$ cat src/rtl/wb_regfile_unit.sv
// wb_regfile_unit
// Write-back stage register file: four 8-bit registers (R3 doubles as the
// stack pointer after reset), a 4-bit condition code register, a registered
// output port and a registered return-address pulse for RET.
//
// Ports
//   clk, rst                  clock, asynchronous active-high reset
//   wb_reg_write, write_addr  register write strobe and destination
//   alu_result, mem_data,     write data sources; io_read > mem_to_reg > ALU
//   in_port, io_read,
//   mem_to_reg
//   sp_update, sp_addr        stack-pointer write of alu_result
//   flags_in, update_flags    CCR load
//   io_write                  out_port load of alu_result
//   is_ret                    latch mem_data into ret_pc, pulse ret_valid
//   rd_addr_a/b, rd_data_a/b  combinational reads with write-through bypass
//   ccr, out_port, ret_pc,    registered state outputs
//   ret_valid
module wb_regfile_unit (
  input  logic       clk,
  input  logic       rst,
  input  logic       wb_reg_write,
  input  logic [7:0] alu_result,
  input  logic [1:0] write_addr,
  input  logic [3:0] flags_in,
  input  logic       update_flags,
  input  logic       mem_to_reg,
  input  logic       io_read,
  input  logic       io_write,
  input  logic [7:0] mem_data,
  input  logic       sp_update,
  input  logic [1:0] sp_addr,
  input  logic       is_ret,
  input  logic [7:0] in_port,
  input  logic [1:0] rd_addr_a,
  input  logic [1:0] rd_addr_b,
  output logic [7:0] rd_data_a,
  output logic [7:0] rd_data_b,
  output logic [3:0] ccr,
  output logic [7:0] out_port,
  output logic [7:0] ret_pc,
  output logic       ret_valid
);

  logic [7:0] regs [4];
  logic [7:0] nxt  [4];
  logic [7:0] wr_data;

  // nxt is the register file as it will look after this edge. Reads come
  // straight from it, which gives the write-through bypass for free. The
  // register write is applied after the SP write so it wins on a collision.
  // Writes are masked during reset so reads show the reset contents.
  always_comb begin
    wr_data = io_read ? in_port : (mem_to_reg ? mem_data : alu_result);
    for (int i = 0; i < 4; i++) begin
      nxt[i] = regs[i];
      if (!rst && sp_update && sp_addr == 2'(i))
        nxt[i] = alu_result;
      if (!rst && wb_reg_write && write_addr == 2'(i))
        nxt[i] = wr_data;
    end
  end

  assign rd_data_a = nxt[rd_addr_a];
  assign rd_data_b = nxt[rd_addr_b];

  always_ff @(posedge clk or posedge rst) begin
    if (rst) begin
      regs[0]   <= 8'h00;
      regs[1]   <= 8'h00;
      regs[2]   <= 8'h00;
      regs[3]   <= 8'hFF;
      ccr       <= 4'h0;
      out_port  <= 8'h00;
      ret_pc    <= 8'h00;
      ret_valid <= 1'b0;
    end else begin
      for (int i = 0; i < 4; i++)
        regs[i] <= nxt[i];
      if (update_flags)
        ccr <= flags_in;
      if (io_write)
        out_port <= alu_result;
      if (is_ret)
        ret_pc <= mem_data;
      ret_valid <= is_ret;
    end
  end

endmodule

$ cat config.mk
export PLATFORM = sky130hd
export DESIGN_NAME = wb_regfile_unit
export DESIGN_NICKNAME = d
export VERILOG_FILES = /design/src/rtl/wb_regfile_unit.sv
export SDC_FILE = /design/constraint.sdc
export NUM_CORES = 1
export LEC_CHECK = 0
export ABC_AREA = 1
export BUFFER_PORTS_ARGS = -buffer_cell sky130_fd_sc_hd__buf_2
export CAP_MARGIN = 10
export CORE_UTILIZATION = 49
export CTS_CLUSTER_SIZE = 28
export DETAILED_ROUTE_END_ITERATION = 8
export HOLD_SLACK_MARGIN = 0.08
export PLACE_DENSITY = 0.75
export SYNTH_ARGS = -nofsm -noshare
export SYNTH_HDL_FRONTEND = slang
export SYNTH_SLANG_ARGS = --single-unit
export TNS_END_PERCENT = 20
$ cat constraint.sdc
create_clock -name clk -period 1.45 [get_ports clk]
set_input_delay 0 -clock clk [delete_from_list [all_inputs] [get_ports clk]]
set_output_delay 0 -clock clk [all_outputs]
set_load 0.01 [all_outputs]
==> results of run 1 <==
state kept, by name, summed over array words and instances (netlist names):
register / cells
ret_valid: 1
regs: 32
ccr: 4
out_port: 8
ret_pc: 8
timing repair:
action,CTS,global route
buffers inserted,0,2
hold endpoints to repair,66,0
hold buffers,27,0
setup endpoints to repair,0,16
gates resized for setup,0,57
kinds of logic after synthesis:
group	count (synthesis)	synth area share [%]
simple gates	332	49.2
flops	53	37.8
mux	12	3.82
buf+inv	72	8.04
compound gates	8	1.13
area by class of cell:
| cell class | instances | area [µm²] |
|---|---|---|
| Fill cell | 569 | 2150 |
| Clock inverter | 2 | 16.3 |
| Multi-Input combinational cell | 352 | 2130 |
| Tap cell | 96 | 120 |
| Timing Repair Buffer | 122 | 825 |
| Sequential cell | 53 | 1340 |
| Inverter | 56 | 221 |
| Clock buffer | 6 | 72.6 |
power groups by stage:
stage | registers (mW) | logic [mW] | clock network (mW)
5_1_grt | 1.87 | 1.84 | 0.930
6_report | 1.85 | 1.68 | 0.881
2_1_floorplan | 1.88 | 0.952 | 0
3_3_place_gp | 1.86 | 1.42 | 0
3_5_place_dp | 1.87 | 1.45 | 0
4_1_cts | 1.84 | 1.52 | 0.894
layer usage:
metal | wire [µm] | global-route usage [%] | share of wire, %
met5 | 0 | 0 | 0
met4 | 463 | 15.0 | 4.0
met3 | 1130 | 5.12 | 9.7
met2 | 5790 | 52.4 | 49
met1 | 4320 | 38.3 | 37
cells in the final DEF (no fill, tap or decap), drive strengths merged:
| master | instances |
|---|---|
| clkinvlp | 2 |
| a21oi | 8 |
| inv | 54 |
| nand2 | 106 |
| nand3 | 201 |
| dfrtp | 45 |
| dfstp | 8 |
| dlygate4sd3 | 27 |
| mux2 | 12 |
| or2 | 8 |
| clkinv | 2 |
| clkbuf | 6 |
| buf | 95 |
| nor2 | 17 |
critical path, delay by kind of cell (launching register included):
kind                   cells  cell delay, ns
buffers and inverters      2            0.18
flip-flops                 1            0.54
AND/OR/NAND/NOR            5            0.41
metrics by stage:
step	std cells	setup TNS, ns
4_1_cts	685	0
2_1_floorplan	477	0
3_5_place_dp	650	0
6_report	687	0
3_3_place_gp	650	0
5_1_grt	687	-0.393
worst max-delay path by stage:
stage	to	cells after the start
global placement	rd_data_b[7]	8
CTS	rd_data_b[2]	9
global route	rd_data_b[5]	7
detailed placement	rd_data_a[5]	8
floorplan	rd_data_a[5]	8
finish	rd_data_b[3]	7
==> out/results.tsv, run 1 <==
stage	metric	value	unit
power	Internal	2.76	mW
clocking	CTS tree	yes	
synth	Yosys cell types	21	
timing	max_slew headroom	53.8	%
critical_path	most used cell, CP	nand3_1	
finish	Synth-to-Final Area Change	33.6	%
placed_design	pre-CTS setup slack	0.123	ns
synth	register area share after synthesis	37.8	%
synth	Ys Warns	0	
finish	Net count, final	635	
worst_hold_path	Hold Crit Depth	4	
critical_path	CP peak stage delay	0.54	ns
placed_design	RD Place Congestion	0.914	
power	combinational share of power	38.1	%
routing	drt drc	0	
synth	Post-Syn Instances	477	
synth	EDFF count, synth	0	
floorplanning	Die Height	86.9	µm
global_routing	pin count of the biggest net entering global routing	54	
power	Sw Share	37.4	%
outcome	outcome	complete, no violations	
routing	routed vias/inst	5.78	
critical_path	Arrival @ worst endpoint	1.45	ns
critical_path	reg2reg start	ccr[0]	
finish	cell area after layout	0.00472	mm²
synth	top cells by area, synth	dfrtp_1 32%, nand3_1 26%, nand2_1 10%	
clocking	Clk Latency, worst-skew pair	0.32	ns
global_routing	global route total overflow	0	
synth	most common cell in the synthesized netlist	nand3_1	
floorplanning	Row Count	30	
clocking	CTS max path bufs	2	
timing	Setup-failing EPs final	0	
synth	post-synthesis net count	522	
routing	drt total wl	11700	µm
clocking	Clock Sinks	53	
floorplanning	Die X	86.9	µm
synth	Main synth FF type	dfrtp_1	
placed_design	Final HPWL DP	8060	µm
power	Clock power frac	20.0	%
worst_hold_path	HP Class	in -> reg	
floorplanning	# IOs	82	
routing	Vias	3973	
timing	Hold Fails Final Rpt	0	
floorplanning	die area	0.00755	mm²
routing	drt initial violations	402	
synth	Post-synth top cells	185 x nand3_1, 94 x nand2_1, 49 x inv_1, 45 x dfrtp_1, 16 x nand3_2	
critical_path	CP startpoint kind	register	
placed_design	DP Area	0.00410	mm²
job	Max Cap Viol	0	
timing	Max Transition Viols Final	0	
placed_design	PortBufs	81	
power	power density over the cells	933	mW/mm²
synth	area leader, netlist	dfrtp_1	
critical_path	classification of the worst setup path	reg -> out	
synth	Yosys reg bits	53	
power	leakage power	2.45	nW
worst_hold_path	hold path startpoint	in_port[0]	
critical_path	reg-to-reg endpoint	ccr[0]	
critical_path	CP endpoint kind	primary output	
timing	setup slack after layout	0.00500	ns
critical_path	Worst Path Required	1.45	ns
power	net switching power	1.65	mW
finish	layout cells sized above 1	37.9	%
power	total power	4.41	mW
timing	Max Fclk	692	MHz
timing	RSZ-0062 raised after global routing	yes	
global_routing	first-pass GRT wire length	17500	µm
critical_path	worst-path cell chain	inv_1 > nand2_2 > nand3_2 > nand3_1 > nand3_1 > nand2_1 > buf_2	
power	VDD IR max	0.507	mV
synth	synthesized cell area	0.00353	mm²
timing	fin crit share	99.7	%
timing	Worst-Margin Slew	0.694	ns
finish	ant diodes	0	
global_routing	number of global-route vias before repair	3788	
floorplanning	Initial Util	51.4	%
clocking	clock root cell	clkbuf_8	
routing	Pre-antenna DRT Iters	6	
critical_path	crit path launch	regs[3]	
synth	syn avg cell area	7.41	µm²
clocking	Reg clk slew, reported paths	0.10	ns
worst_hold_path	worst hold path endpoint	regs[0]	
synth	post-synth top area share	31.9	%
synth	asr flop ratio synth	100	%
global_routing	GRT Total Usage	31.0	%
timing	Post-Route Skew	0	ns
global_routing	initial antenna violation count	0	
power	Seq pwr share	41.9	%
timing	post-layout minimum cycle time	1.45	ns
finish	post-layout util	68.7	%
timing	final hold slack	0.116	ns
clocking	H-tree depth	2	
critical_path	Slowest-stage cell, CP	dfstp_2	
critical_path	Reg2Reg Depth	2	
floorplanning	core area	0.00687	mm²
critical_path	reg2reg setup slack	0.14	ns
routing	WL/cell	17.0	µm
routing	antenna-violating nets left	0	
clocking	Num CTS Buffers	5	
critical_path	Crit Path Max Fanout	3	
Power figures use the tool's default switching activity.
==> run 2: changes to the inputs <==
--- a/config.mk
+++ b/config.mk
@@ -9,6 +9,7 @@
 export BUFFER_PORTS_ARGS = -buffer_cell sky130_fd_sc_hd__buf_2
 export CAP_MARGIN = 10
 export CORE_UTILIZATION = 49
+export CTS_BUF_LIST = sky130_fd_sc_hd__clkbuf_16
 export CTS_CLUSTER_SIZE = 28
 export DETAILED_ROUTE_END_ITERATION = 8
 export HOLD_SLACK_MARGIN = 0.08
==> run 2 against run 1 <==
Effect of this change: total power is 4.7% higher; sequential cell count unchanged; sequential share of layout area up 1.3 points; worst setup slack improved by 0.013 ns; count of clock-buffer cells in the layout decreased by 1; global-route usage fell by 0.34 points; largest cell class unchanged; critical endpoint is now rd_data_a[3]; fmax increased by 0.92%; critical path depth unchanged; final area shrank 4.3%.
==> out/results.tsv, run 2 (synthesis results as in run 1) <==
stage	metric	value	unit	change
routing	routed vias/inst	5.64		was 5.78
timing	Max Transition Viols Final	0		unchanged
global_routing	global route total overflow	0		unchanged
finish	# fillers	612		was 569
timing	post-layout minimum cycle time	1.43	ns	was 1.45 ns
critical_path	reg2reg setup slack	0.14	ns	about the same
global_routing	number of global-route vias before repair	3689		was 3788
power	Clock power frac	26.4	%	was 20.0%
global_routing	GRT Total Usage	30.6	%	was 31.0%
power	Sw Share	35.2	%	was 37.4%
finish	fin cells	676		was 687
global_routing	pin count of the biggest net entering global routing	54		unchanged
critical_path	crit path launch	regs[3]		unchanged
power	VDD IR max	0.518	mV	was 0.507 mV
routing	Vias	3814		was 3973
floorplanning	Die X	86.9	µm	unchanged
critical_path	Crit Path Max Fanout	3		unchanged
timing	Post-Route Skew	0	ns	unchanged
critical_path	Worst Path Required	1.45	ns	about the same
finish	max reg flops	32		unchanged
clocking	H-tree depth	2		unchanged
power	leakage power	2.38	nW	was 2.45 nW
timing	Max Fclk	698	MHz	was 692 MHz
timing	Hold Fails Final Rpt	0		unchanged
routing	drt initial violations	426		was 402
placed_design	Final HPWL DP	8060	µm	unchanged
finish	biggest regs	regs x32, out_port x8, ret_pc x8		unchanged
power	net switching power	1.62	mW	was 1.65 mW
critical_path	classification of the worst setup path	reg -> out		unchanged
routing	Pre-antenna DRT Iters	8		was 6
placed_design	PortBufs	81		unchanged
power	total power	4.61	mW	was 4.41 mW
power	combinational share of power	33.6	%	was 38.1%
finish	most frequent cells in the layout	168 x nand3_1, 93 x nand2_1, 81 x buf_2, 48 x inv_1, 45 x dfrtp_1		was 147 x nand3_1, 89 x nand2_1, 78 x buf_2, 52 x nand3_2, 45 x dfrtp_1
timing	final hold slack	0.0792	ns	was 0.116 ns
floorplanning	# IOs	82		unchanged
floorplanning	Die Height	86.9	µm	unchanged
power	Seq pwr share	40.0	%	was 41.9%
critical_path	Worst Setup EP	rd_data_a[3]		was rd_data_b[3]
timing	Worst-Margin Slew	0.682	ns	was 0.694 ns
finish	Net count, final	624		was 635
timing	Final TNS setup	0	ns	unchanged
placed_design	RD Place Congestion	0.914		unchanged
floorplanning	die area	0.00755	mm²	unchanged
timing	Setup-failing EPs final	0		unchanged
clocking	Reg clk slew, reported paths	0.07	ns	was 0.10 ns
floorplanning	core area	0.00687	mm²	unchanged
finish	most common cell after layout, fill and taps aside	nand3_1		unchanged
clocking	postcts setup bufs	0		unchanged
finish	layout cells sized above 1	32.8	%	was 37.9%
routing	drt drc	0		unchanged
power	Internal	2.99	mW	was 2.76 mW
critical_path	CP startpoint kind	register		unchanged
critical_path	crit path buf inv count	2		unchanged
clocking	Clk Latency, worst-skew pair	0.30	ns	was 0.32 ns
timing	RSZ-0062 raised after global routing	yes		unchanged
outcome	outcome	complete, no violations		unchanged
finish	Synth-to-Final Area Change	27.9	%	was 33.6%
critical_path	reg-to-reg endpoint	ccr[2]		was ccr[0]
clocking	CTS max path bufs	2		unchanged
critical_path	Slowest-stage cell, CP	dfstp_2		unchanged
critical_path	worst-path cell chain	inv_1 > nand2_1 > nand3_2 > nand3_1 > nand3_1 > nand2_1 > buf_2		was inv_1 > nand2_2 > nand3_2 > nand3_1 > nand3_1 > nand2_1 > buf_2
floorplanning	Initial Util	51.4	%	unchanged
floorplanning	Row Count	30		unchanged
finish	ant diodes	0		unchanged
power	power density over the cells	1020	mW/mm²	was 933 mW/mm²
finish	Largest Register	regs		unchanged
routing	antenna-violating nets left	0		unchanged
timing	fin crit share	98.7	%	was 99.7%
routing	drt total wl	11200	µm	was 11700 µm
clocking	Num CTS Buffers	5		unchanged
global_routing	first-pass GRT wire length	17500	µm	about the same
routing	WL/cell	16.6	µm	was 17.0 µm
critical_path	Arrival @ worst endpoint	1.43	ns	was 1.45 ns
finish	post-layout util	65.8	%	was 68.7%
critical_path	Reg2Reg Depth	2		unchanged
job	Max Cap Viol	0		unchanged
placed_design	cell count after placement	650		unchanged
clocking	Clock Sinks	53		unchanged
timing	max_slew headroom	54.5	%	was 53.8%
critical_path	critical path depth	7		unchanged
critical_path	CP peak stage delay	0.53	ns	was 0.54 ns
global_routing	initial antenna violation count	0		unchanged
clocking	clock root cell	clkbuf_16		was clkbuf_8
critical_path	CP endpoint kind	primary output		unchanged
critical_path	delay-heaviest family, CP	flip-flops		unchanged
worst_hold_path	HP Class	in -> reg		unchanged
clocking	CTS tree	yes		unchanged
critical_path	reg2reg start	ccr[2]		was ccr[0]
==> run 2: worst min path at each step <==
stage / slack, ns / from / to / depth (start not counted)
after global routing: 0.09 / io_write / out_port[6] / 2
after floorplan: -0.05 / rst / ccr[0] / 1
after detailed placement: 0.24 / flags_in[3] / ccr[3] / 2
after global placement: 0.23 / flags_in[0] / ccr[0] / 2
after CTS: 0.08 / alu_result[0] / out_port[0] / 3
final: 0.08 / alu_result[0] / out_port[0] / 3
==> run 2: per-stage QoR <==
stage	area, µm²	worst slack, ns
floorplan	3540	0.248
global placement	4100	0.131
detailed placement	4100	0.123
CTS	4420	0.00119
global route	4520	-0.0549
finish	4520	0.0182
==> run 2: worst min-delay path, cell delays in order <==
cell,delay [ns]
buf_2,0.09
inv_1,0.10
a21oi_1,0.14
==> run 2: metal layers <==
layer  wire [µm]  vias up  GRT usage (%)
li1            -     1795              -
met1        4500     1743           39.9
met2        5360      229           50.3
met3         962       47           4.64
met4         403        0           13.8
met5           0        -              0
==> run 2: cell type report <==
class,instances,area [µm²],share of cell area [%]
Multi-Input combinational cell,352,2010,44.4
Sequential cell,53,1340,29.6
Timing Repair Buffer,111,688,15.2
Inverter,56,221,4.90
Clock buffer,5,125,2.77
Tap cell,96,120,2.66
Clock inverter,3,20.0,0.443
==> run 2: power by group through the flow <==
stage	clock network (mW)	logic (mW)	registers, mW
floorplan	0	0.952	1.88
global placement	0	1.42	1.86
detailed placement	0	1.45	1.87
CTS	1.21	1.50	1.84
global route	1.26	1.72	1.86
finish	1.22	1.55	1.84
==> run 2: timing repair <==
action                     CTS  global route
resized for setup            0            21
hold buffers                18             0
hold endpoints to repair    58             0
setup endpoints to repair    0            15
